## config.mk

```make
export PLATFORM = sky130hd
export DESIGN_NAME = hash_table_ctrl
export DESIGN_NICKNAME = d
export VERILOG_FILES = /design/src/rtl/hash_table_ctrl_pkg.sv /design/src/rtl/hash_function.sv /design/src/rtl/hash_table_ctrl.sv
export SDC_FILE = /design/constraint.sdc
export NUM_CORES = 1
export LEC_CHECK = 0
export ABC_CLOCK_PERIOD_IN_PS = 9500
export CAP_MARGIN = 20
export CORE_AREA = 4 4 365 367
export CTS_CLUSTER_SIZE = 8
export DETAILED_ROUTE_END_ITERATION = 6
export DIE_AREA = 0 0 369 371
export PLACE_DENSITY_LB_ADDON = 0.12
export SYNTH_ARGS = -nofsm -noshare
export SYNTH_HDL_FRONTEND = slang
export SYNTH_HIERARCHICAL = 1
export SYNTH_SLANG_ARGS = --single-unit
export TNS_END_PERCENT = 5
```

## constraint.sdc

```tcl
create_clock -name clk -period 9.5 [get_ports clk]
set_clock_uncertainty 0.2 [all_clocks]
set_input_delay 1.425 -clock clk [delete_from_list [all_inputs] [get_ports clk]]
set_output_delay 1.425 -clock clk [all_outputs]
set_load 0.03 [all_outputs]
```

## src/rtl/hash_table_ctrl_pkg.sv

```systemverilog
// Shared definitions for the hash table controller: request opcodes and
// controller state encoding.
package hash_pkg;

   localparam logic OP_LOOKUP = 1'b0;
   localparam logic OP_INSERT = 1'b1;

   typedef enum logic [1:0] {
      IDLE,
      PROBE,
      RESP
   } state_t;

endpackage

```

## src/rtl/hash_function.sv

```systemverilog
// Home-slot hash: the low-order key bits select the slot (TABLE_SIZE is a
// power of two, so this is key mod TABLE_SIZE).
module hash_function #(
   parameter int unsigned WIDTH      = 32,
   parameter int unsigned TABLE_SIZE = 16
) (
   input  logic [WIDTH-1:0]              key,
   output logic [$clog2(TABLE_SIZE)-1:0] hash_index
);

   localparam int unsigned IDX_W = $clog2(TABLE_SIZE);

   logic unused_hi;

   assign hash_index = key[IDX_W-1:0];
   assign unused_hi  = ^key[WIDTH-1:IDX_W];

endmodule

```

## src/rtl/hash_table_ctrl.sv

```systemverilog
// Hash-table lookup/insert engine with linear probing over a register-array
// table. Optional statistics outputs (occupancy, collision_count) are enabled
// by defining HASH_TABLE_STATS_EN.
module hash_table_ctrl
   import hash_pkg::*;
#(
   parameter int unsigned WIDTH      = 32,
   parameter int unsigned VAL_WIDTH  = 32,
   parameter int unsigned TABLE_SIZE = 16,
   parameter int unsigned MAX_PROBE  = TABLE_SIZE
) (
   input  logic                          clk,
   input  logic                          rst,
   input  logic                          req_valid,
   output logic                          req_ready,
   input  logic                          req_op,
   input  logic [WIDTH-1:0]              req_key,
   input  logic [VAL_WIDTH-1:0]          req_value,
   output logic                          resp_valid,
   input  logic                          resp_ready,
   output logic                          resp_hit,
   output logic [VAL_WIDTH-1:0]          resp_value,
   output logic [$clog2(TABLE_SIZE)-1:0] resp_index,
`ifdef HASH_TABLE_STATS_EN
   output logic [$clog2(TABLE_SIZE):0]   occupancy,
   output logic [15:0]                   collision_count,
`endif
   output logic                          resp_full
);

   localparam int unsigned IDX_W = $clog2(TABLE_SIZE);
   localparam int unsigned CNT_W = $clog2(TABLE_SIZE) + 1;

   typedef struct packed {
      logic                 valid;
      logic [WIDTH-1:0]     key;
      logic [VAL_WIDTH-1:0] value;
   } entry_t;

   state_t                state;
   logic                  op_q;
   logic [WIDTH-1:0]      key_q;
   logic [VAL_WIDTH-1:0]  val_q;
   logic [IDX_W-1:0]      idx;
   logic [CNT_W-1:0]      cnt;
   logic [IDX_W-1:0]      home_idx;

   logic [TABLE_SIZE-1:0] slot_valid;
   logic [WIDTH-1:0]      slot_key [TABLE_SIZE];
   logic [VAL_WIDTH-1:0]  slot_val [TABLE_SIZE];

   entry_t                cur;
   logic                  key_match;
   logic                  last_probe;
   logic                  step;
   logic                  wr_key;
   logic                  wr_val;

   hash_function #(
      .WIDTH      (WIDTH),
      .TABLE_SIZE (TABLE_SIZE)
   ) u_hash (
      .key        (req_key),
      .hash_index (home_idx)
   );

   assign req_ready = (state == IDLE) && !rst;

   // Decode the slot under examination and derive the write/advance strobes
   always_comb begin
      cur        = '{valid: slot_valid[idx], key: slot_key[idx], value: slot_val[idx]};
      key_match  = cur.valid && (cur.key == key_q);
      last_probe = (cnt == CNT_W'(MAX_PROBE - 1));
      step       = (state == PROBE) && cur.valid && !key_match && !last_probe;
      wr_key     = (state == PROBE) && (op_q == OP_INSERT) && !cur.valid;
      wr_val     = (state == PROBE) && (op_q == OP_INSERT) && (!cur.valid || key_match);
   end

   // Key/value storage: not reset, only meaningful where slot_valid is set
   always_ff @(posedge clk) begin
      if (wr_key) slot_key[idx] <= key_q;
      if (wr_val) slot_val[idx] <= val_q;
   end

   // Controller FSM with registered response outputs and slot valid bits
   always_ff @(posedge clk or posedge rst) begin
      if (rst) begin
         state      <= IDLE;
         op_q       <= OP_LOOKUP;
         key_q      <= '0;
         val_q      <= '0;
         idx        <= '0;
         cnt        <= '0;
         slot_valid <= '0;
         resp_valid <= 1'b0;
         resp_hit   <= 1'b0;
         resp_full  <= 1'b0;
         resp_value <= '0;
         resp_index <= '0;
      end else begin
         case (state)
            IDLE: begin
               if (req_valid) begin
                  op_q  <= req_op;
                  key_q <= req_key;
                  val_q <= req_value;
                  idx   <= home_idx;
                  cnt   <= '0;
                  state <= PROBE;
               end
            end
            PROBE: begin
               if (key_match) begin
                  resp_hit   <= 1'b1;
                  resp_full  <= 1'b0;
                  resp_value <= (op_q == OP_LOOKUP) ? cur.value : '0;
                  resp_index <= idx;
                  resp_valid <= 1'b1;
                  state      <= RESP;
               end else if (!cur.valid) begin
                  if (op_q == OP_INSERT) slot_valid[idx] <= 1'b1;
                  resp_hit   <= 1'b0;
                  resp_full  <= 1'b0;
                  resp_value <= '0;
                  resp_index <= idx;
                  resp_valid <= 1'b1;
                  state      <= RESP;
               end else if (last_probe) begin
                  resp_hit   <= 1'b0;
                  resp_full  <= 1'b1;
                  resp_value <= '0;
                  resp_index <= idx;
                  resp_valid <= 1'b1;
                  state      <= RESP;
               end else begin
                  idx <= idx + 1'b1;
                  cnt <= cnt + 1'b1;
               end
            end
            RESP: begin
               if (resp_ready) begin
                  resp_valid <= 1'b0;
                  state      <= IDLE;
               end
            end
            default: state <= IDLE;
         endcase
      end
   end

`ifdef HASH_TABLE_STATS_EN
   // Occupancy counts new-slot inserts; collisions count probe advances
   always_ff @(posedge clk or posedge rst) begin
      if (rst) begin
         occupancy       <= '0;
         collision_count <= '0;
      end else begin
         if (wr_key) occupancy <= occupancy + 1'b1;
         if (step && (collision_count != 16'hFFFF))
            collision_count <= collision_count + 1'b1;
      end
   end
`endif

endmodule

```

==> insert_results.sql <==
INSERT INTO impl_metrics (metric_group, metric, value, unit) VALUES
('sta', 'layout_worst_path_cycle_share', '66.1', '%'),
('synthesis', 'post_synth_inst_count', '2143', ''),
('sta', 'rsz0062_at_grt', 'false', ''),
('sta', 'final-setup-viol-count', '0', ''),
('worst_setup_path', 'worst-r2r-cell-count', '10', ''),
('synthesis', 'synth_edf_count', '1024', ''),
('cts', 'number_of_buffers_inserted_to_repair_setup_after_cts', '0', ''),
('floorplan', 'start_util', '34.8', '%'),
('cts', 'cts_num_sinks', '1155', ''),
('worst_setup_path', 'slowest_stage', 'and3_2', ''),
('synthesis', 'synth_top_family_by_area', 'multiplexers', ''),
('status', 'run_status', 'completed', ''),
('finish', 'instances_no_fill', '4230', ''),
('worst_setup_path', 'end_kind', 'register', ''),
('global_routing', 'grtUsageMet2', '27.8', '%'),
('worst_setup_path', 'cp_num_buf_inv', '1', ''),
('sta', 'clock.fmax', '159', 'MHz'),
('place', 'place.detailed.instances', '3922', ''),
('global_routing', 'global_route.peak_usage_layer', 'met2', ''),
('synthesis', 'synth_flop_cell', 'edfxtp_1', ''),
('detailed_routing', 'drc', '0', ''),
('place', 'portBuffers', '108', ''),
('floorplan', 'fp-row-count', '132', ''),
('cts', 'worst_skew_pair.late_latency', '0.76', 'ns'),
('place', 'dpl_worst_slack', '2.90', 'ns'),
('cts', 'number_of_buffers_added_by_the_clock_tree_synthesis_step', '162', ''),
('floorplan', 'die_h', '371', 'µm'),
('sta', 'fin_crit', '6.28', 'ns'),
('power', 'worst_ir_drop_vdd', '0.231', 'mV'),
('sta', 'worst_hold_slack', '0.262', 'ns'),
('global_routing', 'grt_use_total', '16.7', '%'),
('min_path', 'worstHoldPathCells', '1', ''),
('global_routing', 'grt_pass1_wl', '165000', 'µm'),
('global_routing', 'groute.layer.met3.usage', '3.14', '%'),
('synthesis', 'yosys.area_share.simple', '3.06', '%'),
('synthesis', 'synth_compound_area_share', '2.39', '%'),
('synthesis', 'syn_area', '45100', 'µm²'),
('cts', 'htree_levels', '4', ''),
('finish', 'nets_final', '2430', ''),
('finish', 'final_cell_area', '53300', 'µm²'),
('cts', 'clk_pin_slew', '0.05', 'ns'),
('cts', 'cts_root_buffer', 'clkbuf_16', ''),
('detailed_routing', 'firstDrtPassIters', '5', ''),
('worst_setup_path', 'worstSetupPathType', 'register to register', ''),
('synthesis', 'postSynthNetCount', '2222', ''),
('detailed_routing', 'drtAntennaViolNets', '0', ''),
('place', 'detailed_place.area', '48300', 'µm²'),
('global_routing', 'vias_in_the_first_global_route', '23200', ''),
('global_routing', 'grt_overflow_total', '0', ''),
('detailed_routing', 'route.vias.total', '21800', ''),
('sta', 'maxSlewViolCount', '0', ''),
('global_routing', 'antenna_found_initial', '0', ''),
('detailed_routing', 'initialDrtViolationCount', '1880', ''),
('floorplan', 'io-pin-count', '109', ''),
('min_path', 'worst_hold_path_type', 'register to register', ''),
('cts', 'hold_buffers', '0', ''),
('power', 'power', '17.0', 'mW'),
('synthesis', 'share_of_async_settable_or_async_resettable_flops_after_synthesis', '11.3', '%'),
('sta', 'max-slew-margin-rel', '16.4', '%'),
('cts', 'clockBufferDepth', '3', ''),
('floorplan', 'die_area', '137000', 'µm²'),
('floorplan', 'chipWidth', '369', 'µm'),
('detailed_routing', 'totalWireLength', '114000', 'µm'),
('detailed_routing', 'post_drt_via_cell_ratio', '5.16', ''),
('worst_setup_path', 'worst-path-max-fanout', '115', ''),
('synthesis', 'post_synth_mux_area_share', '16.6', '%'),
('sta', 'finalSetupTns', '0', 'ns'),
('worst_setup_path', 'max_stage_delay', '0.97', 'ns'),
('finish', 'final_core_util', '41.1', '%'),
('place', 'gp_congestion', '0.712', ''),
('cts', 'cts_tree', 'done', '');
-- worst reg2reg max path, delay by kind of cell, from the launching register on --
kind	cells	cell delay, ns
buffers and inverters	1	0.63
and+or+nand+nor	5	3.08
DFF	1	0.80
muxes	1	0.31
AOI/OAI and AO/OA	3	0.82
-- power by group --
part | internal (mW) | switching [mW] | leakage [nW] | total [mW]
clock network | 3.34 | 2.08 | 2.28 | 5.41
registers | 6.63 | 0.937 | 10.9 | 7.57
logic | 1.84 | 2.20 | 4.44 | 4.04
total | 11.8 | 5.22 | 17.6 | 17.0
-- logic make-up (layout without fill, tap and decap cells) --
kind of cell	Yosys count	after routing
flip-flops	1155	1155
multiplexers	425	425
AO/OA/AOI/OAI	138	138
adder cells (fa/ha/maj)	10	10
other	0	1
XOR/XNOR	40	40
AND/OR/NAND/NOR	250	250
buffers and inverters	125	469
-- state kept, by name, summed over array words and instances (netlist names) --
signal and flops:
op_q 1, val_q 32, state 2, idx 4
resp_hit 1, resp_valid 1, slot_val 512, cnt 5
resp_full 1, resp_value 32, slot_valid 16, key_q 32
resp_index 4, slot_key 512
-- cells in the mapped netlist (all sizes together), types with 26 or more instances --
cell	count	area share, %
a22oi	26	0.43
a31o	32	0.62
buf	74	1.0
clkbuf	39	0.32
dfrtp	131	7.3
edfxtp	1024	68
mux2	87	2.2
mux2i	87	1.9
mux4	251	13
nand2	50	0.42
nor2	33	0.27
nor2b	43	0.60
-- cell usage in the layout (no fill, tap or decap), drive strengths merged, types with 5 or more instances in the layout --
master / n
o21ai: 8
a211oi: 8
dfrtp: 131
clkdlybuf4s50: 108
or2: 17
a21oi: 7
or3: 5
xnor2: 20
nor4: 11
ha: 10
a31o: 32
mux4: 251
clkinv: 5
a221oi: 8
nor3: 7
edfxtp: 1024
mux2i: 87
nand4: 8
nand3: 24
clkbuf: 297
and3: 22
a22oi: 26
o22ai: 13
nand2b: 6
mux2: 87
nor2b: 43
nand2: 50
nor2: 33
buf: 49
xor2: 20
nor4b: 5
inv: 10
-- final timing paths --
check,end,from,slack [ns]
setup / recovery,slot_val[3][20],idx[3],3.22
hold / removal,slot_valid[14],slot_valid[14],0.26
setup reg to reg,slot_val[3][20],idx[3],3.22
hold reg to reg,slot_valid[14],slot_valid[14],0.26
max in group asynchronous,idx[2],rst,6.48
min in group asynchronous,val_q[1],rst,1.03
-- routing by layer --
metal	share of wire, %	vias up
met1	44	11800
met2	50	534
met5	0	-
met4	2.0	0
met3	4.3	150
li1	-	9333
-- cell type report --
cell class	count	area, µm²
diodes	1	2.50
flip-flops and latches	1155	34000
repair buffers	157	1590
well taps	1742	2180
multi-input cells	863	10600
fillers	11500	76200
clock buffers	297	4760
inverters	12	51.3
clock inverters	3	36.3
No activity file was read; power rests on OpenSTA's default activity.
